**src/rtl/dingshi_pkg.sv**
```systemverilog
// Shared types and helpers for the dingshi multi-channel countdown timer.
// Channel state encoding, parameter ranges and the load_sel width rule live here.
package dingshi_pkg;

    typedef enum logic [1:0] {
        ST_IDLE    = 2'd0,
        ST_RUN     = 2'd1,
        ST_EXPIRED = 2'd2
    } chan_state_t;

    localparam int CH_MIN           = 1;
    localparam int CH_MAX           = 16;
    localparam int W_MIN            = 1;
    localparam int DEFAULT_CH       = 4;
    localparam int DEFAULT_W        = 8;
    localparam int DEFAULT_LOAD_VAL = 5;

    // A single channel still needs a one-bit select so the port never collapses.
    function automatic int sel_w(input int ch);
        return (ch > 1) ? $clog2(ch) : 1;
    endfunction

endpackage

```
**src/rtl/dingshi_chan.sv**
```systemverilog
// One countdown channel: FSM, down-counter, reload register, sticky done,
// registered expiry tick and activity LED.
module dingshi_chan
    import dingshi_pkg::*;
#(
    parameter int          W            = DEFAULT_W,
    parameter int unsigned DEFAULT_LOAD = DEFAULT_LOAD_VAL
) (
    input  logic         clk,
    input  logic         rst,
    input  logic         open,
    input  logic         pause,
    input  logic         reload_mode,
    input  logic         load_we,
    input  logic [W-1:0] load_val,
    input  logic         done_clr,
    output logic [W-1:0] cnt,
    output logic         done,
    output logic         tick,
    output logic         led
);

    chan_state_t  state;
    logic [W-1:0] reload;
    logic         start_hold;

    always_ff @(posedge clk or negedge rst) begin
        if (!rst) begin
            state      <= ST_IDLE;
            reload     <= W'(DEFAULT_LOAD);
            cnt        <= W'(DEFAULT_LOAD);
            done       <= 1'b0;
            tick       <= 1'b0;
            led        <= 1'b0;
            start_hold <= 1'b0;
        end else begin
            tick <= 1'b0;
            if (load_we) begin
                reload <= load_val;
            end
            if (done_clr) begin
                done <= 1'b0;
            end

            if (!open) begin
                state      <= ST_IDLE;
                cnt        <= load_we ? load_val : reload;
                led        <= 1'b0;
                start_hold <= 1'b0;
            end else begin
                case (state)
                    ST_IDLE: begin
                        state      <= ST_RUN;
                        led        <= 1'b1;
                        start_hold <= 1'b1;
                        if (load_we) begin
                            cnt <= load_val;
                        end
                    end
                    ST_RUN: begin
                        // The first unpaused cycle after leaving IDLE shows the full
                        // reload value once more before counting starts.
                        if (!pause) begin
                            if (start_hold) begin
                                start_hold <= 1'b0;
                            end else if (cnt != '0) begin
                                cnt <= cnt - W'(1);
                            end else begin
                                tick <= 1'b1;
                                done <= 1'b1;
                                if (reload_mode) begin
                                    cnt <= reload;
                                end else begin
                                    state <= ST_EXPIRED;
                                    led   <= 1'b0;
                                end
                            end
                        end
                    end
                    ST_EXPIRED: begin
                        led <= 1'b0;
                    end
                    default: begin
                        state <= ST_IDLE;
                        cnt   <= reload;
                        led   <= 1'b0;
                    end
                endcase
            end
        end
    end

endmodule

```
**src/rtl/dingshi_multi.sv**
```systemverilog
// Multi-channel countdown timer: CH independent channels sharing one reload
// write bus, with the per-channel counts packed onto a single output vector.
module dingshi_multi
    import dingshi_pkg::*;
#(
    parameter int          CH           = DEFAULT_CH,
    parameter int          W            = DEFAULT_W,
    parameter int unsigned DEFAULT_LOAD = DEFAULT_LOAD_VAL
) (
    input  logic                   clk,
    input  logic                   rst,
    input  logic [CH-1:0]          open,
    input  logic [CH-1:0]          pause,
    input  logic [CH-1:0]          reload_mode,
    input  logic                   load_we,
    input  logic [sel_w(CH)-1:0]   load_sel,
    input  logic [W-1:0]           load_val,
    input  logic [CH-1:0]          done_clr,
    output logic [CH*W-1:0]        cnt,
    output logic [CH-1:0]          done,
    output logic [CH-1:0]          tick,
    output logic [CH-1:0]          led
);

    localparam int SEL_W = sel_w(CH);

    if (CH < CH_MIN || CH > CH_MAX || W < W_MIN) begin : g_bad_param
        $error("dingshi_multi: CH must be 1..16 and W at least 1");
    end

    // A select value at or above CH matches no channel, so such writes are dropped.
    for (genvar k = 0; k < CH; k++) begin : g_chan
        logic chan_we;

        assign chan_we = load_we && (load_sel == SEL_W'(k));

        dingshi_chan #(
            .W            (W),
            .DEFAULT_LOAD (DEFAULT_LOAD)
        ) u_chan (
            .clk         (clk),
            .rst         (rst),
            .open        (open[k]),
            .pause       (pause[k]),
            .reload_mode (reload_mode[k]),
            .load_we     (chan_we),
            .load_val    (load_val),
            .done_clr    (done_clr[k]),
            .cnt         (cnt[k*W +: W]),
            .done        (done[k]),
            .tick        (tick[k]),
            .led         (led[k])
        );
    end

endmodule

```
**config.mk**
```make
export PLATFORM = sky130hd
export DESIGN_NAME = dingshi_multi
export DESIGN_NICKNAME = d
export VERILOG_FILES = /design/src/rtl/dingshi_pkg.sv /design/src/rtl/dingshi_chan.sv /design/src/rtl/dingshi_multi.sv
export SDC_FILE = /design/constraint.sdc
export NUM_CORES = 1
export LEC_CHECK = 0
export ABC_AREA = 1
export CORE_MARGIN = 5
export CORE_UTILIZATION = 56
export CTS_BUF_LIST = sky130_fd_sc_hd__clkbuf_8 sky130_fd_sc_hd__clkbuf_16
export DETAILED_ROUTE_END_ITERATION = 10
export GPL_TIMING_DRIVEN = 1
export PLACE_DENSITY_LB_ADDON = 0.08
export SKIP_CTS_REPAIR_TIMING = 1
export SLEW_MARGIN = 40
export SYNTH_ARGS = -nofsm -noshare
export SYNTH_HDL_FRONTEND = slang
export SYNTH_SLANG_ARGS = --single-unit
```
**constraint.sdc**
```tcl
create_clock -name clk -period 1.85 [get_ports clk]
set_input_delay 0.2775 -clock clk [delete_from_list [all_inputs] [get_ports clk]]
set_output_delay 0.2775 -clock clk [all_outputs]
set_load 0.005 [all_outputs]
```
==> flow_summary.json <==
{
  "grt.total_usage_pct": 23.1,
  "wirelength_um": 14400,
  "syn_warnings": 0,
  "core-area_mm2": 0.0101,
  "dr_wl_met3_um": 938,
  "synth_top_area_share_pct": 31.4,
  "placedCellCount": 1040,
  "initial_antenna_violation_count": 0,
  "detail_route.wirelength.met1_um": 6340,
  "post_synth.cell_area_avg_um2": 6.94,
  "rows": 37,
  "tritoncts": "yes",
  "critical_path_class": "flip-flop to output port",
  "power_leakage_nw": 3.46,
  "fp.dieW_um": 111,
  "postSynth.asyncResetShare_pct": 100,
  "synthFlopType": "sky130_fd_sc_hd__dfrtp_1",
  "synth_enable_flop_cells": 0,
  "sequential_cell_area_mm2": 0.00222,
  "run_status": "finished clean",
  "place.detailed.hpwl_um": 10700,
  "root_buffer": "sky130_fd_sc_hd__clkbuf_8",
  "dpl-instance-area_mm2": 0.00669,
  "syn-num-nets": 863,
  "worstSkewPairLatency_ns": 0.36,
  "grt.overflow.total": 0,
  "ys_ff_latch": 88,
  "htree_levels": 3,
  "drt-pass1-iter-count": 8,
  "cts_inserted_buffers": 9,
  "critical_path_peak_fanout": 6,
  "ir_drop_worst_vdd_uv": 462,
  "cts_buffer_depth": 2,
  "first_global_vias": 5367,
  "synth_cell_type_count": 40,
  "holdCritPathClass": "primary input to flip-flop",
  "maxSlewHeadroom_pct": 68.6,
  "nFillCells": 855,
  "worst-endpoint-arrival_ns": 1.47,
  "max_slew_violation_count": 0,
  "clock.fmax_ghz": 0.572,
  "pin_count": 73,
  "startpoint_type": "flip-flop",
  "mostFrequentLayoutCell": "sky130_fd_sc_hd__nand2_1",
  "slew_at_the_pin_closest_to_its_max_slew_limit_ns": 0.470,
  "worstSetupEndpointType": "output port",
  "vias_per_cell": 5.32,
  "power_density_mw_per_mm2": 976,
  "synth.top_cells.by_area": "sky130_fd_sc_hd__dfrtp_1 31%, sky130_fd_sc_hd__nand2_1 17%, sky130_fd_sc_hd__dfstp_2 7.3%",
  "cp_slowest_cell": "sky130_fd_sc_hd__dfstp_2",
  "post-route-drc-count": 0,
  "routedWlPerCell_um": 13.6,
  "port_buffers": 72,
  "floorplan.initialDensity_pct": 56.5,
  "post-route-period-util_pct": 94.4,
  "drtAntennaViolNets": 0,
  "required_ns": 1.57,
  "report.final.setup_viol": 0,
  "critical-path-top-delay-family": "flip-flops",
  "synthesis.instances": 826,
  "maxUsedRoutingLayer": "met4",
  "final.min_clock_period_ns": 1.75,
  "num-nets-final": 953,
  "grt_first_pass_wirelength_um": 24200,
  "timing.setup.tns_ns": 0,
  "post-route-worst-setup-slack_ns": 0.103,
  "grt_max_degree": 89,
  "full_die_area_mm2": 0.0124,
  "timing.critical_path.buf_inv": 1,
  "timing.critical_path.cells": "clkdlybuf4s50_1",
  "path_clk_slew_ns": 0.10,
  "layout-drive-gt1-share_pct": 12.7,
  "met2_length_um": 6850,
  "num_vias": 5625,
  "multiInputGateArea_mm2": 0.00292,
  "antenna_cells": 0,
  "finalClockSkew_ns": 0.0163,
  "tritoncts_num_sinks": 88,
  "hold_viol": 0,
  "area.growth.synth_to_final_pct": 20.5,
  "synth.largest_area_cell": "sky130_fd_sc_hd__dfrtp_1",
  "die_h_um": 111,
  "cap_violations": 0,
  "post-route-cell-area_mm2": 0.00691,
  "gp_congestion": 0.919,
  "post-place-ws_ns": -0.0916,
  "drtIter0Drc": 467,
  "synth_seq_area_share_pct": 38.8,
  "synth_area_mm2": 0.00573,
  "crit_path_max_incr_delay_ns": 0.60,
  "finalNonFillerCells": 1057,
  "layout_common_cells": "254 x sky130_fd_sc_hd__nand2_1, 106 x sky130_fd_sc_hd__nor2_1, 99 x sky130_fd_sc_hd__inv_1",
  "total_power_mw": 6.75
}
==> kinds of logic after synthesis <==
group	synth area share [%]
AO/OA/AOI/OAI	12.2
XOR/XNOR	1.07
adder cells (fa/ha/maj)	1.75
buffers and inverters	10.9
flip-flops	38.8
AND/OR/NAND/NOR	35.4
==> cells in the mapped netlist, types with 3 or more instances <==
cell and n:
sky130_fd_sc_hd__a211oi_1 7, sky130_fd_sc_hd__a21oi_1 16, sky130_fd_sc_hd__a221oi_1 8, sky130_fd_sc_hd__buf_2 5
sky130_fd_sc_hd__buf_4 16, sky130_fd_sc_hd__buf_6 7, sky130_fd_sc_hd__dfrtp_1 72, sky130_fd_sc_hd__dfstp_2 16
sky130_fd_sc_hd__ha_1 8, sky130_fd_sc_hd__inv_1 98, sky130_fd_sc_hd__inv_2 7, sky130_fd_sc_hd__nand2_1 255
sky130_fd_sc_hd__nand2_2 6, sky130_fd_sc_hd__nand3_1 63, sky130_fd_sc_hd__nand3_2 4, sky130_fd_sc_hd__nand4_1 4
sky130_fd_sc_hd__nor2_1 107, sky130_fd_sc_hd__nor2_2 7, sky130_fd_sc_hd__nor2_4 8, sky130_fd_sc_hd__o21a_1 5
sky130_fd_sc_hd__o21ai_0 39, sky130_fd_sc_hd__o21ai_1 14, sky130_fd_sc_hd__o22ai_1 19, sky130_fd_sc_hd__or2_2 7
sky130_fd_sc_hd__xnor2_1 4, sky130_fd_sc_hd__xor2_1 3
==> final cells by class <==
cell class / count / share of cell area, %
Inverter: 105 / 5.70
Multi-Input combinational cell: 603 / 42.3
Clock buffer: 9 / 1.79
Sequential cell: 88 / 32.2
Tap cell: 136 / 2.46
Clock inverter: 7 / 0.797
Timing Repair Buffer: 109 / 14.8
==> metal layers <==
| layer | vias to the layer above | GRT usage [%] |
|---|---|---|
| li1 | 2810 | - |
| met2 | 212 | 39.0 |
| met4 | 0 | 8.52 |
| met1 | 2577 | 29.9 |
| met3 | 26 | 3.88 |
| met5 | - | 0 |
==> power by group <==
part	internal (mW)	switching (mW)
Combinational	1.25	1.52
Sequential	2.34	0.396
Clock	0.503	0.736
==> per-stage QoR <==
stage | hold WS [ns] | utilization, %
final | 0.452 | 68.1
after global routing | 0.468 | 68.1
after CTS | -0.0463 | 67.7
after detailed placement | 0.353 | 65.9
after global placement | 0.345 | 65.9
after floorplan | -0.0181 | -
==> sequential cells by signal, summed over array words and instances (netlist names) <==
name / flops
g_chan.u_chan.cnt: 32
g_chan.u_chan.reload: 32
g_chan.u_chan.state: 8
g_chan.u_chan.done: 4
g_chan.u_chan.led: 4
g_chan.u_chan.start_hold: 4
g_chan.u_chan.tick: 4
==> worst paths after layout <==
path	from	to	slack [ns]	depth (start not counted)
max	g_chan[3].u_chan.cnt[2]$_DFFE_PN1P_	cnt[26]	0.10	1
min reg2reg	g_chan[3].u_chan.cnt[0]$_DFFE_PN1P_	g_chan[3].u_chan.cnt[0]$_DFFE_PN1P_	0.49	2
min in group asynchronous	rst	g_chan[0].u_chan.cnt[7]$_DFFE_PN0P_	0.48	3
max reg2reg	g_chan[0].u_chan.cnt[0]$_DFFE_PN1P_	g_chan[0].u_chan.cnt[3]$_DFFE_PN0P_	0.10	9
max in group asynchronous	rst	g_chan[3].u_chan.cnt[2]$_DFFE_PN1P_	0.97	3
min	done_clr[2]	g_chan[2].u_chan.done$_DFF_PN0_	0.45	2
Power figures use the tool's default switching activity.
